File: config.mk
export PLATFORM = sky130hd
export DESIGN_NAME = pipeline_hazard_ctrl
export DESIGN_NICKNAME = d
export VERILOG_FILES = /design/src/rtl/cpu_pkg.sv /design/src/rtl/fwd_unit.sv /design/src/rtl/pipeline_hazard_ctrl.sv
export SDC_FILE = /design/constraint.sdc
export NUM_CORES = 1
export LEC_CHECK = 0
export ABC_CLOCK_PERIOD_IN_PS = 2100
export CORE_UTILIZATION = 35
export CTS_CLUSTER_DIAMETER = 100
export DETAILED_ROUTE_END_ITERATION = 16
export HOLD_SLACK_MARGIN = 0.02
export PLACE_DENSITY = 0.72
export SLEW_MARGIN = 20
export SYNTH_ARGS = -nofsm -noshare
export SYNTH_HDL_FRONTEND = slang
export SYNTH_SLANG_ARGS = --single-unit
File: constraint.sdc
create_clock -name clk_i -period 2.1 [get_ports clk_i]
set_input_delay 0.42 -clock clk_i [delete_from_list [all_inputs] [get_ports clk_i]]
set_output_delay 0.42 -clock clk_i [all_outputs]
set_load 0.03 [all_outputs]
File: src/rtl/cpu_pkg.sv
// Shared definitions for the 5-stage core: control-word bit positions and
// the EX operand forwarding select encoding.
package cpu_pkg;

  localparam int CTRL_REG_WRITE  = 0;
  localparam int CTRL_MEM_READ   = 1;
  localparam int CTRL_MEM_WRITE  = 2;
  localparam int CTRL_MEM_TO_REG = 3;

  typedef enum logic [1:0] {
    FWD_REG = 2'b00,
    FWD_MEM = 2'b01,
    FWD_WB  = 2'b10
  } fwd_sel_e;

endpackage

File: src/rtl/fwd_unit.sv
// EX operand source select for one operand; purely combinational.
// MEM result wins over WB data; a load sitting in MEM is never a source.
module fwd_unit
  import cpu_pkg::*;
#(
  parameter int REG_ADDR_W = 5
) (
  input  logic [REG_ADDR_W-1:0] ex_rs,
  input  logic [REG_ADDR_W-1:0] mem_rd,
  input  logic [REG_ADDR_W-1:0] wb_rd,
  input  logic                  mem_wr,
  input  logic                  wb_wr,
  input  logic                  mem_read,
  output logic [1:0]            sel
);

  fwd_sel_e sel_e;

  always_comb begin
    sel_e = FWD_REG;
    if (mem_wr && (mem_rd == ex_rs) && !mem_read) begin
      sel_e = FWD_MEM;
    end else if (wb_wr && (wb_rd == ex_rs)) begin
      sel_e = FWD_WB;
    end
  end

  assign sel = sel_e;

endmodule

File: src/rtl/pipeline_hazard_ctrl.sv
// Pipeline control for the 5-stage core: carries control words ID->EX->MEM->WB
// (3 cycles), stalls IF/ID on unresolved RAW hazards by injecting EX bubbles.
module pipeline_hazard_ctrl
  import cpu_pkg::*;
#(
  parameter int REG_ADDR_W = 5,
  parameter int CTRL_W     = 8,
  parameter bit FWD_EN     = 1'b1
) (
  input  logic                  clk_i,
  input  logic                  rst_ni,
  input  logic                  id_valid_i,
  input  logic [CTRL_W-1:0]     id_ctrl_i,
  input  logic [REG_ADDR_W-1:0] id_rs1_i,
  input  logic [REG_ADDR_W-1:0] id_rs2_i,
  input  logic [REG_ADDR_W-1:0] id_rd_i,
  input  logic                  id_uses_rs1_i,
  input  logic                  id_uses_rs2_i,
  input  logic                  id_branch_i,
  input  logic                  branch_taken_i,
  output logic                  stall_o,
  output logic                  flush_o,
  output logic [CTRL_W-1:0]     ex_ctrl_o,
  output logic [CTRL_W-1:0]     mem_ctrl_o,
  output logic [CTRL_W-1:0]     wb_ctrl_o,
  output logic [REG_ADDR_W-1:0] ex_rd_o,
  output logic [REG_ADDR_W-1:0] mem_rd_o,
  output logic [REG_ADDR_W-1:0] wb_rd_o,
  output logic                  ex_valid_o,
  output logic                  mem_valid_o,
  output logic                  wb_valid_o,
  output logic                  wb_reg_write_o,
  output logic [1:0]            fwd_a_sel_o,
  output logic [1:0]            fwd_b_sel_o
);

  logic                  ex_valid, mem_valid, wb_valid;
  logic [CTRL_W-1:0]     ex_ctrl, mem_ctrl, wb_ctrl;
  logic [REG_ADDR_W-1:0] ex_rd, mem_rd, wb_rd;
  logic [REG_ADDR_W-1:0] ex_rs1, ex_rs2;

  logic wr_ex, wr_mem, wr_wb;
  logic match_ex, match_mem;
  logic stall_raw, stall, flush, id_adv;
  logic [1:0] fwd_a, fwd_b;

  function automatic logic src_match(input logic [REG_ADDR_W-1:0] rd);
    return (id_uses_rs1_i && (id_rs1_i == rd)) ||
           (id_uses_rs2_i && (id_rs2_i == rd));
  endfunction

  // x0 is hard-wired: a stage targeting it is never a producer
  assign wr_ex  = ex_valid  & ex_ctrl[CTRL_REG_WRITE]  & (ex_rd  != '0);
  assign wr_mem = mem_valid & mem_ctrl[CTRL_REG_WRITE] & (mem_rd != '0);
  assign wr_wb  = wb_valid  & wb_ctrl[CTRL_REG_WRITE]  & (wb_rd  != '0);

  assign match_ex  = wr_ex  & src_match(ex_rd);
  assign match_mem = wr_mem & src_match(mem_rd);

  always_comb begin
    stall_raw = 1'b0;
    if (FWD_EN) begin
      // branches compare in ID, so they also wait on ALU results still in EX
      stall_raw = (match_ex & ex_ctrl[CTRL_MEM_READ]) |
                  (id_branch_i & match_ex) |
                  (id_branch_i & match_mem & mem_ctrl[CTRL_MEM_READ]);
    end else begin
      stall_raw = match_ex | match_mem;
    end
  end

  assign stall  = id_valid_i & stall_raw;
  assign flush  = id_valid_i & id_branch_i & branch_taken_i & ~stall;
  assign id_adv = id_valid_i & ~stall & ~flush;

  always_ff @(posedge clk_i) begin
    if (!rst_ni) begin
      ex_valid  <= 1'b0;
      ex_ctrl   <= '0;
      ex_rd     <= '0;
      ex_rs1    <= '0;
      ex_rs2    <= '0;
      mem_valid <= 1'b0;
      mem_ctrl  <= '0;
      mem_rd    <= '0;
      wb_valid  <= 1'b0;
      wb_ctrl   <= '0;
      wb_rd     <= '0;
    end else begin
      wb_valid  <= mem_valid;
      wb_ctrl   <= mem_ctrl;
      wb_rd     <= mem_rd;
      mem_valid <= ex_valid;
      mem_ctrl  <= ex_ctrl;
      mem_rd    <= ex_rd;
      if (id_adv) begin
        ex_valid <= 1'b1;
        ex_ctrl  <= id_ctrl_i;
        ex_rd    <= id_rd_i;
        ex_rs1   <= id_rs1_i;
        ex_rs2   <= id_rs2_i;
      end else begin
        ex_valid <= 1'b0;
        ex_ctrl  <= '0;
        ex_rd    <= '0;
        ex_rs1   <= '0;
        ex_rs2   <= '0;
      end
    end
  end

  fwd_unit #(.REG_ADDR_W(REG_ADDR_W)) u_fwd_a (
    .ex_rs    (ex_rs1),
    .mem_rd   (mem_rd),
    .wb_rd    (wb_rd),
    .mem_wr   (wr_mem),
    .wb_wr    (wr_wb),
    .mem_read (mem_ctrl[CTRL_MEM_READ]),
    .sel      (fwd_a)
  );

  fwd_unit #(.REG_ADDR_W(REG_ADDR_W)) u_fwd_b (
    .ex_rs    (ex_rs2),
    .mem_rd   (mem_rd),
    .wb_rd    (wb_rd),
    .mem_wr   (wr_mem),
    .wb_wr    (wr_wb),
    .mem_read (mem_ctrl[CTRL_MEM_READ]),
    .sel      (fwd_b)
  );

  assign fwd_a_sel_o = (FWD_EN && ex_valid) ? fwd_a : 2'b00;
  assign fwd_b_sel_o = (FWD_EN && ex_valid) ? fwd_b : 2'b00;

  assign stall_o        = stall;
  assign flush_o        = flush;
  assign ex_ctrl_o      = ex_ctrl;
  assign mem_ctrl_o     = mem_ctrl;
  assign wb_ctrl_o      = wb_ctrl;
  assign ex_rd_o        = ex_rd;
  assign mem_rd_o       = mem_rd;
  assign wb_rd_o        = wb_rd;
  assign ex_valid_o     = ex_valid;
  assign mem_valid_o    = mem_valid;
  assign wb_valid_o     = wb_valid;
  assign wb_reg_write_o = wb_valid & wb_ctrl[CTRL_REG_WRITE];

endmodule

==> results of run 1 <==
-- worst reg2reg max path, stage by stage (launching register included) --
cell and delay, ps:
dfxtp_2 330, or3_4 380, o311a_1 310, and3_4 170
a22oi_4 160, buf_4 150, buf_4 200, and3_1 210
-- state kept, by name, summed over array words and instances, names as in the netlist --
| register | cells |
|---|---|
| ex_ctrl_o | 8 |
| ex_rd_o | 5 |
| ex_rs1 | 5 |
| ex_rs2 | 5 |
| ex_valid_o | 1 |
| mem_ctrl_o | 8 |
| mem_rd_o | 5 |
| mem_valid_o | 1 |
| wb_ctrl_o | 8 |
| wb_rd_o | 5 |
| wb_valid_o | 1 |
-- routing by layer --
layer | share of wire, % | track usage, % | vias to the layer above
li1 | - | - | 824
met1 | 44 | 20.8 | 756
met2 | 50 | 28.0 | 53
met3 | 4.4 | 3.02 | 7
met4 | 1.4 | 6.85 | 0
met5 | 0 | 0 | -
-- worst min-delay path by stage --
stage                                     endpoint  slack, ps  cells past startpoint
after global placement    mem_ctrl_o[5]$_SDFF_PN0_        440                      1
after detailed placement   wb_ctrl_o[7]$_SDFF_PN0_        450                      1
after floorplan            wb_ctrl_o[1]$_SDFF_PN0_        470                      1
after global routing       wb_ctrl_o[6]$_SDFF_PN0_        490                      1
final                     mem_ctrl_o[3]$_SDFF_PN0_        460                      1
after CTS                 mem_ctrl_o[3]$_SDFF_PN0_        470                      1
-- stage by stage --
stage | setup WS [ps] | hold slack [ps]
2_1_floorplan | -143 | 472
3_3_place_gp | -316 | 441
3_5_place_dp | -331 | 445
4_1_cts | -430 | 469
5_1_grt | -392 | 490
6_report | -343 | 465
-- layout make-up --
class	instances	area, um^2
fillers	493	2400
flip-flops and latches	52	1060
multi-input cells	129	988
repair buffers	98	923
well taps	72	90.1
clock buffers	6	72.6
clock inverters	2	38.8
-- repair_timing --
action | 4_1_cts | 5_1_grt
pin swaps | 4 | 3
setup buffers | 1 | 1
endpoints found under the hold margin | 0 | 0
endpoints found under the setup margin | 6 | 6
gates resized for setup | 4 | 1
-- synth_stat cells, types with 2 or more instances --
master	instances	area share, %
or4_1	2	0.73
clkbuf_1	6	1.1
and3_1	19	5.8
and2_1	32	9.8
nor4_1	3	0.92
a21oi_1	2	0.49
xor2_1	12	5.1
nand2_1	5	0.92
o22ai_1	2	0.61
o211ai_1	2	0.73
xnor2_1	28	12
buf_6	4	2.2
dfxtp_1	52	51
nor3_1	3	0.73
nand3_1	3	0.73
buf_2	2	0.49
and3_2	4	1.5
nand4_1	4	1.2
-- power groups by stage --
| stage | Clock [mW] | Sequential [mW] | Combinational [mW] |
|---|---|---|---|
| 3_3_place_gp | 0 | 1.05 | 0.266 |
| 4_1_cts | 0.699 | 1.03 | 0.273 |
| 3_5_place_dp | 0 | 1.06 | 0.269 |
| 5_1_grt | 0.741 | 1.04 | 0.292 |
| 2_1_floorplan | 0 | 1.09 | 0.0942 |
| 6_report | 0.682 | 1.03 | 0.274 |
-- cell families (layout without fill, tap and decap cells) --
kind of cell	Yosys count	after routing
xor+xnor	40	40
buf+inv	13	106
flops	52	52
simple gates	81	81
compound gates	8	8
==> results.py, run 1 <==
metrics = {
    "status": {
        "status": "complete, but fails checks",
        "violations": "setup timing",
    },
    "logic_synthesis": {
        "ys.flop_type": "dfxtp_1",
        "syn_nets": 224,
        "synthMuxAreaShare_pct": 0,
        "synth-compound-area-share_pct": 3.36,
        "synth_fa_ha_area_share_pct": 0,
        "syn_area_per_cell_um2": 10.6,
        "synth-seq-cells": 52,
        "synth_cell_types": 27,
        "synth_xor_area_share_pct": 17.1,
        "yosys_warnings": 0,
        "synth_top_family_by_area": "simple AND/OR/NAND/NOR gates",
        "synth_edf_count": 0,
        "synthArstFlopShare_pct": 0,
        "synthesis.area_um2": 2050,
        "synthCells": 194,
        "synth-simple-area-share_pct": 24.6,
        "yosysSeqAreaShare_pct": 50.8,
    },
    "floorplanning": {
        "core-area_um2": 5570,
        "dieArea_um2": 6170,
        "boundaryPins": 79,
        "die_h_um": 78.5,
        "row_count": 27,
        "die_x_um": 78.5,
        "initial_core_util_pct": 36.8,
    },
    "critical_path": {
        "critical_path.top_delay_family": "simple AND/OR/NAND/NOR gates",
        "rr_worst_depth": 7,
        "timing.rr.end": "ex_rs2[1]$_SDFF_PN0_",
        "crit_path_start_kind": "flip-flop",
        "r2r_setup_slack_ps": 150,
        "endpoint_kind": "output port",
        "critPathKind": "flip-flop to output port",
        "crit_fanout": 3,
        "cpPeakStageDelay_ps": 380,
        "crit_start": "mem_rd_o[4]$_SDFF_PN0_",
        "crit_cells": 6,
        "cpMaxStageDelayCell": "or3_4",
        "path_cells": "or3_4 > o311a_1 > and3_4 > a22oi_4 > and2b_2 > buf_6",
        "critPathBufInv": 1,
        "crit_required_ps": 1680,
        "crit_end": "stall_o",
        "arrival_ps": 2020,
        "r2r-start": "mem_rd_o[4]$_SDFF_PN0_",
    },
    "cells_and_area": {
        "area_growth_pct": 54.9,
        "nNetsFinal": 316,
        "diodes": 0,
        "layout_common_cells": "clkdlybuf4s50_1 (72), dfxtp_1 (41), and2_1 (29), xnor2_1 (28), buf_4 (24)",
        "final_common_cell": "clkdlybuf4s50_1",
        "final_cell_area_um2": 3180,
        "final_util_pct": 57.0,
        "final_cells": 359,
        "drive_gt1_share_pct": 21.6,
    },
    "detailed_routing": {
        "viasPerCell": 4.57,
        "wl_per_cell_um": 13.8,
        "drt_iter0_drc": 48,
        "first_pass_iters": 4,
        "drc": 0,
        "via_count": 1640,
        "wl_mm": 4.96,
        "ant_nets": 0,
    },
    "power": {
        "combPwrFrac_pct": 13.8,
        "swShare_pct": 23.6,
        "p_clk_share_pct": 34.3,
        "power.density_nw_per_um2": 626,
        "cellLeakagePower_nw": 1.36,
        "seqPwrFrac_pct": 51.9,
        "vdd_drop_max_uv": 352,
        "p_total_mw": 1.99,
        "p_int_mw": 1.52,
        "p_sw_mw": 0.470,
    },
    "global_routing": {
        "grt_use_total_pct": 16.6,
        "grt-ovfl-total": 0,
        "first_global_vias": 1639,
        "antenna_found_initial": 0,
        "grt_pass1_wl_mm": 7.84,
        "grt_max_degree": 29,
    },
    "timing": {
        "finalCriticalPeriod_ps": 2440,
        "worst_pin_slew_ps": 358,
        "fmax_ghz": 0.409,
        "setup_viol": 6,
        "setup_slack_ps": -343,
        "slew_violations": 0,
        "period_share_pct": 116,
        "relSlewSlack_pct": 76.1,
        "clock_skew_ps": 6.08,
        "final-hold-violation-count": 0,
        "setup_total_negative_slack_ps": -1790,
        "rsz0062_at_grt": "true",
    },
    "place": {
        "postPlaceCellArea_um2": 3020,
        "placed_cells": 349,
        "gp_congestion": 0.789,
        "hpwlAfterDp_mm": 3.80,
        "io_buffers": 78,
    },
    "clock_network": {
        "cts_root_buffer": "clkbuf_8",
        "cts_hold_buf": 0,
        "cts_tree": "yes",
        "cts.sinks": 52,
        "clkLatencyLatePin_ps": 300,
        "cts_made_buffers": 5,
        "h-tree-depth": 2,
        "cts_buffer_depth": 2,
        "clk_pin_slew_ps": 90,
    },
    "worst_hold_path": {
        "hp-class": "flip-flop to flip-flop",
        "hold_start": "ex_ctrl_o[3]$_SDFF_PN0_",
    },
    "run": {
        "maxCapViolCount": 0,
    },
}
Note: power is estimated with default switching activity, not from simulation.
==> inputs of run 2 (changes only) <==
--- a/config.mk
+++ b/config.mk
@@ -11,7 +11,7 @@
 export DETAILED_ROUTE_END_ITERATION = 16
 export HOLD_SLACK_MARGIN = 0.02
 export PLACE_DENSITY = 0.72
-export SLEW_MARGIN = 20
+export SKIP_CTS_REPAIR_TIMING = 1
 export SYNTH_ARGS = -nofsm -noshare
 export SYNTH_HDL_FRONTEND = slang
 export SYNTH_SLANG_ARGS = --single-unit
==> results.py, run 2 (synthesis gave the netlist of run 1 again) <==
metrics = {
    "timing": {
        "final-hold-violation-count": 0,
        "relSlewSlack_pct": 76.3,
        "worst_pin_slew_ps": 354,
        "setup_viol": 6,
        "rsz0062_at_grt": "true",
        "period_share_pct": 120,
        "fmax_ghz": 0.395,
        "slew_violations": 0,
        "setup_slack_ps": -429,
        "finalCriticalPeriod_ps": 2530,
        "clock_skew_ps": 4.18,
    },
    "power": {
        "p_total_mw": 1.98,
        "power.density_nw_per_um2": 628,
        "vdd_drop_max_uv": 351,
        "cellLeakagePower_nw": 1.36,
    },
    "cells_and_area": {
        "final_common_cell": "clkdlybuf4s50_1",
        "layout_common_cells": "clkdlybuf4s50_1 (72), dfxtp_1 (41), and2_1 (29), xnor2_1 (28), buf_4 (23)",
        "nNetsFinal": 315,
        "drive_gt1_share_pct": 21.0,
        "diodes": 0,
        "area_growth_pct": 54.3,
        "final_util_pct": 56.7,
    },
    "detailed_routing": {
        "dr_wl_met2_mm": 2.41,
        "wl_met1_mm": 2.16,
        "wl_mm": 4.90,
        "wl_met3_um": 261,
        "ant_nets": 0,
        "drc": 0,
        "first_pass_iters": 4,
        "highest_layer": "met4",
        "drt_iter0_drc": 58,
        "viasPerCell": 4.54,
        "wl_per_cell_um": 13.7,
        "via_count": 1627,
    },
    "critical_path": {
        "critical_path.top_delay_family": "simple AND/OR/NAND/NOR gates",
        "arrival_ps": 2110,
        "crit_path_start_kind": "flip-flop",
        "path_cells": "or3_4 > o311a_1 > and3_4 > a22oi_4 > and2b_2 > buf_6",
        "crit_fanout": 4,
        "crit_required_ps": 1680,
        "r2r_setup_slack_ps": 150,
        "cpMaxStageDelayCell": "or3_4",
        "cpPeakStageDelay_ps": 380,
        "critPathBufInv": 1,
        "endpoint_kind": "output port",
        "critPathKind": "flip-flop to output port",
    },
    "global_routing": {
        "grt_pass1_wl_mm": 7.75,
        "grt_max_degree": 29,
        "first_global_vias": 1625,
        "grt_use_total_pct": 16.4,
        "grt-ovfl-total": 0,
        "antenna_found_initial": 0,
    },
    "status": {
        "violations": "setup timing",
        "status": "complete, but fails checks",
    },
    "floorplanning": {
        "core-area_um2": 5570,
        "boundaryPins": 79,
        "die_h_um": 78.5,
        "dieArea_um2": 6170,
        "row_count": 27,
        "initial_core_util_pct": 36.8,
        "die_x_um": 78.5,
    },
    "clock_network": {
        "clkLatencyLatePin_ps": 300,
        "cts_made_buffers": 5,
        "h-tree-depth": 2,
        "clk_pin_slew_ps": 90,
        "cts_buffer_depth": 2,
        "cts.sinks": 52,
        "cts_root_buffer": "clkbuf_8",
        "cts_tree": "yes",
    },
    "place": {
        "hpwlAfterDp_mm": 3.80,
        "gp_congestion": 0.789,
        "io_buffers": 78,
    },
    "worst_hold_path": {
        "hp-class": "flip-flop to flip-flop",
    },
    "run": {
        "maxCapViolCount": 0,
    },
}
==> run 2: cell count changes in the layout (fill, tap and decap cells not counted) <==
cell	delta
o22ai_2	-1
buf_4	-1
o22ai_1	+1
==> run 2: worst paths after layout <==
kind                           start                        to  depth (start not counted)
min          ex_ctrl_o[3]$_SDFF_PN0_  mem_ctrl_o[3]$_SDFF_PN0_                          1
max reg2reg   mem_rd_o[4]$_SDFF_PN0_      ex_rs2[1]$_SDFF_PN0_                          6
min reg2reg  ex_ctrl_o[3]$_SDFF_PN0_  mem_ctrl_o[3]$_SDFF_PN0_                          1
max           mem_rd_o[4]$_SDFF_PN0_                   stall_o                          6
==> run 2: stage by stage <==
step	setup TNS (ps)	setup slack, ps	std cells	hold slack [ps]	instance area, um^2
floorplan	-630	-143	194	472	2120
global placement	-1400	-316	349	441	3020
detailed placement	-1680	-331	349	445	3020
CTS	-2190	-456	357	469	3130
global route	-2570	-491	358	490	3160
finish	-2130	-429	358	465	3160
==> run 2: per-layer routing <==
layer / vias to the layer above / global-route usage (%)
li1: 823 / -
met1: 735 / 20.5
met2: 62 / 27.5
met3: 7 / 3.02
met4: 0 / 6.85
met5: - / 0
==> run 2: power by group <==
part / leakage [nW] / switching, mW / internal [mW]
Combinational: 0.874 / 0.126 / 0.146
Clock: 0.0558 / 0.320 / 0.360
Sequential: 0.429 / 0.0211 / 1.01
==> run 2: final cells by class <==
class,count,area (um^2)
tap,72,90.1
multi-input combinational,129,982
sequential,52,1060
fill,494,2410
clock inverter,2,38.8
clock buffer,6,72.6
timing repair buffer,97,916
==> run 2: worst register-to-register path: cells and delay by family, from the launching register on <==
kind / cells / cell delay [ps]
compound gates: 2 / 550
buf+inv: 1 / 260
flops: 1 / 330
simple gates: 3 / 760
